**config.mk**
```make
export PLATFORM = sky130hd
export DESIGN_NAME = r_type_program_loader
export DESIGN_NICKNAME = d
export VERILOG_FILES = /design/src/rtl/r_type_program_loader.sv
export SDC_FILE = /design/constraint.sdc
export NUM_CORES = 1
export LEC_CHECK = 0
export BUFFER_PORTS_ARGS = -buffer_cell sky130_fd_sc_hd__buf_2
export CORE_MARGIN = 2
export CORE_UTILIZATION = 55
export CTS_BUF_LIST = sky130_fd_sc_hd__clkbuf_16
export CTS_CLUSTER_SIZE = 25
export DETAILED_ROUTE_END_ITERATION = 10
export GPL_ROUTABILITY_DRIVEN = 0
export PLACE_DENSITY = 0.85
export SYNTH_ARGS = -nofsm -noshare
export SYNTH_HDL_FRONTEND = slang
export SYNTH_SLANG_ARGS = --single-unit
```
**constraint.sdc**
```tcl
create_clock -name clock -period 3.72 [get_ports clock]
set_clock_uncertainty 0.1 [all_clocks]
set_input_delay 0.372 -clock clock [delete_from_list [all_inputs] [get_ports clock]]
set_output_delay 0.372 -clock clock [all_outputs]
set_load 0.05 [all_outputs]
```
**src/rtl/r_type_program_loader.sv**
```systemverilog
// r_type_program_loader: packs R-type field tuples into 32-bit RISC-V words
// and writes them to instruction memory at sequential word addresses from
// BASE_ADDR, one word per two cycles.
// Optional build macro: FILL_NOP_EN -- pad the rest of the session with
// NOP (addi x0,x0,0) writes after the last tuple until DEPTH words exist.
module r_type_program_loader #(
  parameter int                    ADDR_WIDTH = 32,
  parameter logic [ADDR_WIDTH-1:0] BASE_ADDR  = '0,
  parameter int                    DEPTH      = 16
) (
  input  logic                         clock,
  input  logic                         reset,
  input  logic                         start,
  input  logic                         in_valid,
  output logic                         in_ready,
  input  logic                         in_last,
  input  logic [6:0]                   func7,
  input  logic [4:0]                   rs2,
  input  logic [4:0]                   rs1,
  input  logic [2:0]                   func3,
  input  logic [4:0]                   rd,
  output logic                         mem_write_enable,
  output logic [ADDR_WIDTH-1:0]        mem_address,
  output logic [31:0]                  mem_write_data,
  output logic [$clog2(DEPTH+1)-1:0]   word_count,
  output logic                         busy,
  output logic                         done
);
  localparam int          CW   = $clog2(DEPTH+1);
  localparam logic [6:0]  OP_R = 7'b0110011;
  localparam logic [31:0] NOP  = 32'h0000_0013;

  typedef struct packed {
    logic [6:0] func7;
    logic [4:0] rs2;
    logic [4:0] rs1;
    logic [2:0] func3;
    logic [4:0] rd;
  } r_fields_t;

`ifdef FILL_NOP_EN
  typedef enum logic [2:0] {S_IDLE, S_ACCEPT, S_WRITE, S_FILL, S_DONE} state_t;
`else
  typedef enum logic [2:0] {S_IDLE, S_ACCEPT, S_WRITE, S_DONE} state_t;
`endif

  state_t          state, state_nxt;
  logic            last_q;
  logic [CW-1:0]   wc_inc;
  logic            at_full;
  logic            take_start;
  logic            take_tuple;
  r_fields_t       fields;

  assign fields     = '{func7: func7, rs2: rs2, rs1: rs1, func3: func3, rd: rd};
  assign wc_inc     = word_count + CW'(1);
  assign at_full    = (wc_inc == CW'(DEPTH));
  assign take_start = start && (state == S_IDLE || state == S_DONE);
  assign take_tuple = in_valid && in_ready;

  // state register; async reset aborts any session in flight
  always_ff @(posedge clock or negedge reset) begin
    if (!reset) state <= S_IDLE;
    else        state <= state_nxt;
  end

  // next-state: a write always follows an accept; full depth ends the session
  always_comb begin
    state_nxt = state;
    case (state)
      S_IDLE, S_DONE: if (start) state_nxt = S_ACCEPT;
      S_ACCEPT:       if (in_valid) state_nxt = S_WRITE;
      S_WRITE: begin
        if (at_full)     state_nxt = S_DONE;
`ifdef FILL_NOP_EN
        else if (last_q) state_nxt = S_FILL;
`else
        else if (last_q) state_nxt = S_DONE;
`endif
        else             state_nxt = S_ACCEPT;
      end
`ifdef FILL_NOP_EN
      S_FILL:         if (at_full) state_nxt = S_DONE;
`endif
      default:        state_nxt = S_IDLE;
    endcase
  end

  // decoded outputs; all derive from state so reset clears them at once
  always_comb begin
    in_ready         = 1'b0;
    mem_write_enable = 1'b0;
    busy             = 1'b0;
    done             = 1'b0;
    case (state)
      S_ACCEPT: begin in_ready = 1'b1; busy = 1'b1; end
      S_WRITE:  begin mem_write_enable = 1'b1; busy = 1'b1; end
`ifdef FILL_NOP_EN
      S_FILL:   begin mem_write_enable = 1'b1; busy = 1'b1; end
`endif
      S_DONE:   done = 1'b1;
      default:  ;
    endcase
  end

  // datapath: word register, address pointer and counter; the address only
  // advances when another write follows, so it rests on the last one written
  always_ff @(posedge clock or negedge reset) begin
    if (!reset) begin
      mem_address    <= BASE_ADDR;
      mem_write_data <= '0;
      word_count     <= '0;
      last_q         <= 1'b0;
    end else if (take_start) begin
      mem_address <= BASE_ADDR;
      word_count  <= '0;
    end else if (take_tuple) begin
      mem_write_data <= {fields, OP_R};
      last_q         <= in_last;
    end else if (mem_write_enable) begin
      word_count <= wc_inc;
      if (state_nxt != S_DONE) mem_address <= mem_address + ADDR_WIDTH'(4);
`ifdef FILL_NOP_EN
      if (state_nxt == S_FILL) mem_write_data <= NOP;
`endif
    end
  end

`ifndef FILL_NOP_EN
  logic unused_nop;
  assign unused_nop = ^NOP;
`endif

endmodule

```
-- After elaboration in Yosys (flattened, before gate mapping)
Index checks and enable logic that the tools add are counted.
- flip-flop bits (word level): 70
- logic and storage cells: 41
- add/sub/neg operators: 2
- equality and inequality tests: 6
- multiplexer cells: 16
- bitwise logic cells: 1
- reduce and logical (&&, ||, !) cells: 11
- operator list (cell ; count):
    32-bit two-way mux ; 4
    32-bit by 3-bit adder with 32-bit output (second input constant) ; 1
    5-bit two-way mux ; 3
    3-bit case mux with 3 select lines ; 1
    3-bit by 2-bit equality test with 1-bit output (second input constant) ; 2
    3-bit two-way mux ; 2
    5-bit by 1-bit adder with 5-bit output (second input constant) ; 1
    5-bit equality test (second input constant) ; 1
    1-bit two-way mux ; 4
    2-bit two-way mux ; 2
    2-bit AND reduction ; 2
    2-bit nonzero test ; 2
    2-bit OR reduction ; 2
    3-bit by 1-bit equality test with 1-bit output (second input constant) ; 1
    3-bit logical NOT ; 1
    3-bit by 2-bit inequality test with 1-bit output (second input constant) ; 1
    3-bit AND reduction ; 1
    1-bit logical AND ; 2
    2-bit inequality test (second input constant) ; 1
    1-bit logical OR ; 1
    1-bit inverter ; 1

-- Longest topological paths before layout
- depth in word-level cells: 9
- depth in mapped cells: 8
- depth with buffers taken out: 7

-- Worst setup path after synthesis
OpenSTA, ideal clock, no wires.
- path type: register to register
- start point: register state[0]
- end point: register mem_address[14]
- setup time: 132 ps
- data arrival time: 2400 ps
- data required time: 3488 ps
- setup slack: 1088 ps
- stages on the path, launching flop included: 9
- path buffers: 2
- cells stage by stage: dfrtp_1 -> buf_2 -> nor3b_2 -> nand3_1 -> o21ai_1 -> buf_2 -> a2111oi_2 -> xnor2_1 -> nor2_1
- elaborated cells on any way between the ends: 19
- classes of those cells: eq/ne: 5; mux: 6; reduce/logical: 8
- RTL lines (what ; RTL line ; text):
    start, declared ; 47 ; state_t state, state_nxt;
    start signal, assigned ; 64 ; else state <= state_nxt;
    3-bit by 2-bit equality test with 1-bit output ; 95 ; case (state)
    1-bit two-way mux ; 95 ;
    named net mem_write_enable ; 22 ; output logic mem_write_enable,
    2-bit nonzero test (no source line) ; - ;
    3-bit AND reduction (no source line) ; - ;
    end signal, assigned ; 122 ; if (state_nxt != S_DONE) mem_address <= mem_address + ADDR_WIDTH'(4);
    end, declared ; 23 ; output logic [ADDR_WIDTH-1:0] mem_address,
The timed path passes the listed nets, and every way through them passes these cells.
A chain may end at the register's enable or synchronous reset.

-- Final worst setup path
- start point: register state[1]
- end point: register mem_address[28]
- longest elaborated chain between the ends: 6
- elaborated cells on any way between the ends: 19
- classes of those cells: eq/ne: 5; mux: 6; reduce/logical: 8
- RTL lines (what ; RTL line ; text):
    3-bit by 2-bit equality test with 1-bit output or 3-bit logical NOT (tied branches) ; 58, 70 ;
    2-bit OR reduction ; 70 ; case (state)
    3-bit case mux with 3 select lines ; 70 ;
    3-bit by 2-bit inequality test with 1-bit output ; 122 ;
    2-bit nonzero test (no source line) ; - ;
    3-bit AND reduction (no source line) ; - ;
Several ways; a longest one is shown, not always the timed one.

==> impl_results.rst <==
.. list-table::
   :header-rows: 1

   * - Metric
     - Value
   * - Outcome
     - finished, final reports clean
   * - Number of cells in the finished layout apart from fillers
     - 468
   * - Post-synth ARST share
     - 1.00
   * - Worst vdd ir
     - 0.560 mV
   * - Register cell area after layout
     - 0.00163 sq mm
   * - Vias per inst
     - 5.48
   * - Via count of the first global-routing pass
     - 2438
   * - Highest achievable clock rate
     - 416 MHz
   * - Final-layout setup total negative slack
     - 0 ps
   * - Total standard cell area after synthesis
     - 0.00324 sq mm
   * - Most instantiated flip-flop cell in the synthesis netlist
     - sky130_fd_sc_hd__dfrtp_1
   * - Number of hold violations in the final report
     - 0
   * - Number of distinct standard cells referenced by the synthesized netlist
     - 50
   * - Hold/Removal Path Class
     - input pin to asynchronous set/reset pin
   * - Initial DRC count
     - 239
   * - Cell Pwr Density
     - 563 mW/mm^2
   * - Post-synthesis average cell area
     - 11.0 sq um
   * - Antenna viol nets, final
     - 0
   * - # rows
     - 27
   * - Die width
     - 80.8 um
   * - Routed wire length per instance
     - 15.2 um
   * - Slew at the pin with the worst max-slew slack
     - 802 ps
   * - Total wire length after detailed routing
     - 7110 um
   * - Nature of the critical path startpoint
     - flop
   * - Largest net degree at the start of global routing
     - 66
   * - FF-to-FF path depth
     - 7
   * - Synthesis warning total
     - 0
   * - Placed Instance Area
     - 0.00376 sq mm
   * - Layout cell share with drive strength beyond 1
     - 0.402
   * - Overall die height
     - 80.8 um
   * - Starting density of the core
     - 0.579
   * - Layout-stage area growth over the synthesis result
     - 23.7%
   * - Die Area
     - 0.00653 sq mm
   * - Reg2Reg Setup Slack
     - 1310 ps
   * - Final critical path time including I/O delays and setup
     - 2410 ps
   * - Final Net Count
     - 424
   * - Placed insts
     - 453
   * - Number of cells produced by synthesis
     - 296
   * - Wire length of the first global-routing pass
     - 11500 um
   * - Antenna violations before repair
     - 0
   * - Launching point of the worst reg2reg path
     - state[1]$_DFF_PN0_
   * - Max Buffers Root-to-Sink
     - 2
   * - Capture instance of the worst register-to-register path
     - mem_address[28]$_DFFE_PN0P_
   * - Worst setup path category
     - flop to flop
   * - Count of max-cap constraint violations
     - 0
   * - Cell chosen for the clock root
     - sky130_fd_sc_hd__clkbuf_16
   * - Diodes inserted
     - 0
   * - Pre-CTS setup slack
     - 1270 ps
   * - Post-synth top cells
     - 65 x sky130_fd_sc_hd__dfrtp_1, 31 x sky130_fd_sc_hd__nor2_1, 26 x sky130_fd_sc_hd__mux2_2
   * - Placeable Area
     - 0.00561 sq mm
   * - Sequential-to-total area share from yosys stat
     - 0.501
   * - Worst-Skew Late Latency
     - 320 ps
   * - Cts bufs inserted
     - 9
   * - Area of the multi-input gates
     - 0.00151 sq mm
   * - Post-synth EDFFs
     - 0
   * - Count of filler cells inserted in the layout
     - 438
   * - Relative slew slack
     - 0.465
   * - Hold-fix buffer count after cts
     - 0
   * - Clock-pin slew of the registers on the worst-case setup and hold paths
     - 50 ps
   * - Number of H-tree levels
     - 3
   * - Tcrit/Tclk final
     - 0.647
   * - Boundary Pins
     - 103
   * - CTS tree
     - yes
   * - Library cell occupying the most area in the post-synthesis netlist
     - sky130_fd_sc_hd__dfrtp_1
   * - Global-route total usage across every layer
     - 0.232
   * - Maximum fanout encountered on the critical timing path
     - 21
   * - Kind of end point of the critical path
     - flop
   * - Static Leak
     - 1.91 nW
   * - Port Buffers
     - 97
   * - Data arrival time of the critical path
     - 2550 ps
   * - Leading post-synthesis cells by cell area
     - sky130_fd_sc_hd__dfrtp_1 50%, sky130_fd_sc_hd__mux2_2 9.0%, sky130_fd_sc_hd__xnor2_1 6.2%, sky130_fd_sc_hd__a2111oi_2 4.2%, sky130_fd_sc_hd__nor2_1 3.6%
   * - Placed wire-length estimate after detailed placement
     - 4990 um
   * - Final count of pins violating max slew
     - 0
   * - # Post-CTS Setup Buffers
     - 0
   * - Global route total overflow
     - 0
   * - Total vias in the final route
     - 2566
   * - Setup ws final
     - 1310 ps
   * - Final setup fails
     - 0
   * - Post-layout instance area
     - 0.00401 sq mm
   * - Flip-flop and latch count after synthesis
     - 65
   * - TritonCTS Sinks
     - 65
   * - Most used standard cell by instance count after synthesis
     - sky130_fd_sc_hd__dfrtp_1
   * - Required time at the endpoint of the critical path
     - 3870 ps
   * - Drt drc
     - 0
   * - Iteration count of the initial detailed-routing pass
     - 5
   * - RSZ-0062 raised after global routing
     - no
   * - Resize count post-CTS
     - 0
   * - Yosys top cell area share
     - 0.501
## worst max path at each step
stage	start	end	depth (start not counted)
2_1_floorplan	state[0]$_DFF_PN0_	mem_address[14]$_DFFE_PN0P_	8
6_report	state[1]$_DFF_PN0_	mem_address[28]$_DFFE_PN0P_	7
5_1_grt	state[1]$_DFF_PN0_	mem_address[28]$_DFFE_PN0P_	7
4_1_cts	state[1]$_DFF_PN0_	mem_address[28]$_DFFE_PN0P_	7
3_3_place_gp	in_valid	mem_address[28]$_DFFE_PN0P_	8
3_5_place_dp	in_valid	mem_address[26]$_DFFE_PN0P_	8
## stage by stage
stage | util | power, mW | hold WS (ps)
floorplan | - | 1.39 | -23.6
global placement | 0.670 | 1.53 | 384
detailed placement | 0.670 | 1.55 | 392
CTS | 0.716 | 2.28 | 155
global route | 0.716 | 2.35 | 169
finish | 0.716 | 2.26 | 130
## cells in the final DEF (no fill, tap or decap), types with 3 or more instances in the layout
cell type,instances
sky130_fd_sc_hd__o21ai_0,6
sky130_fd_sc_hd__conb_1,6
sky130_fd_sc_hd__buf_2,97
sky130_fd_sc_hd__mux2_2,26
sky130_fd_sc_hd__clkbuf_16,9
sky130_fd_sc_hd__dfrtp_1,65
sky130_fd_sc_hd__inv_1,5
sky130_fd_sc_hd__or2_2,3
sky130_fd_sc_hd__a21oi_1,14
sky130_fd_sc_hd__nor2b_1,3
sky130_fd_sc_hd__a22o_1,3
sky130_fd_sc_hd__a21o_1,3
sky130_fd_sc_hd__and2_1,3
sky130_fd_sc_hd__nand2_1,21
sky130_fd_sc_hd__nor2_1,30
sky130_fd_sc_hd__or3_1,5
sky130_fd_sc_hd__nand3_1,12
sky130_fd_sc_hd__and3_1,6
sky130_fd_sc_hd__nand4_1,3
sky130_fd_sc_hd__a211oi_1,4
sky130_fd_sc_hd__buf_4,5
sky130_fd_sc_hd__a2111oi_2,9
sky130_fd_sc_hd__xnor2_1,23
## cells by family (layout without fill, tap and decap cells)
family,Yosys count,after routing,share of synthesized area
muxes,27,27,0.0933
buffers and inverters,25,120,0.0405
AOI/OAI and AO/OA,52,52,0.133
and+or+nand+nor,99,99,0.155
DFF,65,65,0.501
adders and majority gates,2,2,0.00771
other,1,6,0.00116
xor gates and xnor gates,25,25,0.0675
## layer usage
layer | part of all wire | up-vias | GRT usage
met4 | 0.017 | 0 | 0.0966
li1 | - | 1236 | -
met2 | 0.47 | 110 | 0.360
met3 | 0.078 | 11 | 0.0833
met5 | 0 | - | 0
met1 | 0.44 | 1209 | 0.297
## registers in the layout (all words and copies together) (netlist names)
| name | flops |
|---|---|
| last_q | 1 |
| mem_address | 30 |
| mem_write_data | 26 |
| state | 3 |
| word_count | 5 |
## power breakdown
group	total (mW)	switching, mW	leakage [nW]	internal (mW)
Sequential	0.870	0.0626	0.843	0.807
Clock	0.718	0.282	0.131	0.436
Combinational	0.670	0.499	0.938	0.171
## area by class of cell
| class | instances | area share |
|---|---|---|
| flip-flops and latches | 65 | 0.405 |
| multi-input cells | 211 | 0.376 |
| repair buffers | 102 | 0.130 |
| clock buffers | 9 | 0.0561 |
| well taps | 72 | 0.0225 |
| clock inverters | 6 | 0.00717 |
| inverters | 3 | 0.00281 |
## critical path, stage by stage, from the launching register on
cell,delay [ps]
sky130_fd_sc_hd__dfrtp_1,440
sky130_fd_sc_hd__or2_0,250
sky130_fd_sc_hd__a32oi_2,250
sky130_fd_sc_hd__o21ai_1,100
sky130_fd_sc_hd__buf_4,230
sky130_fd_sc_hd__a2111o_1,490
sky130_fd_sc_hd__or3_1,320
sky130_fd_sc_hd__a21oi_1,140
(Power assumes the default switching activity.)
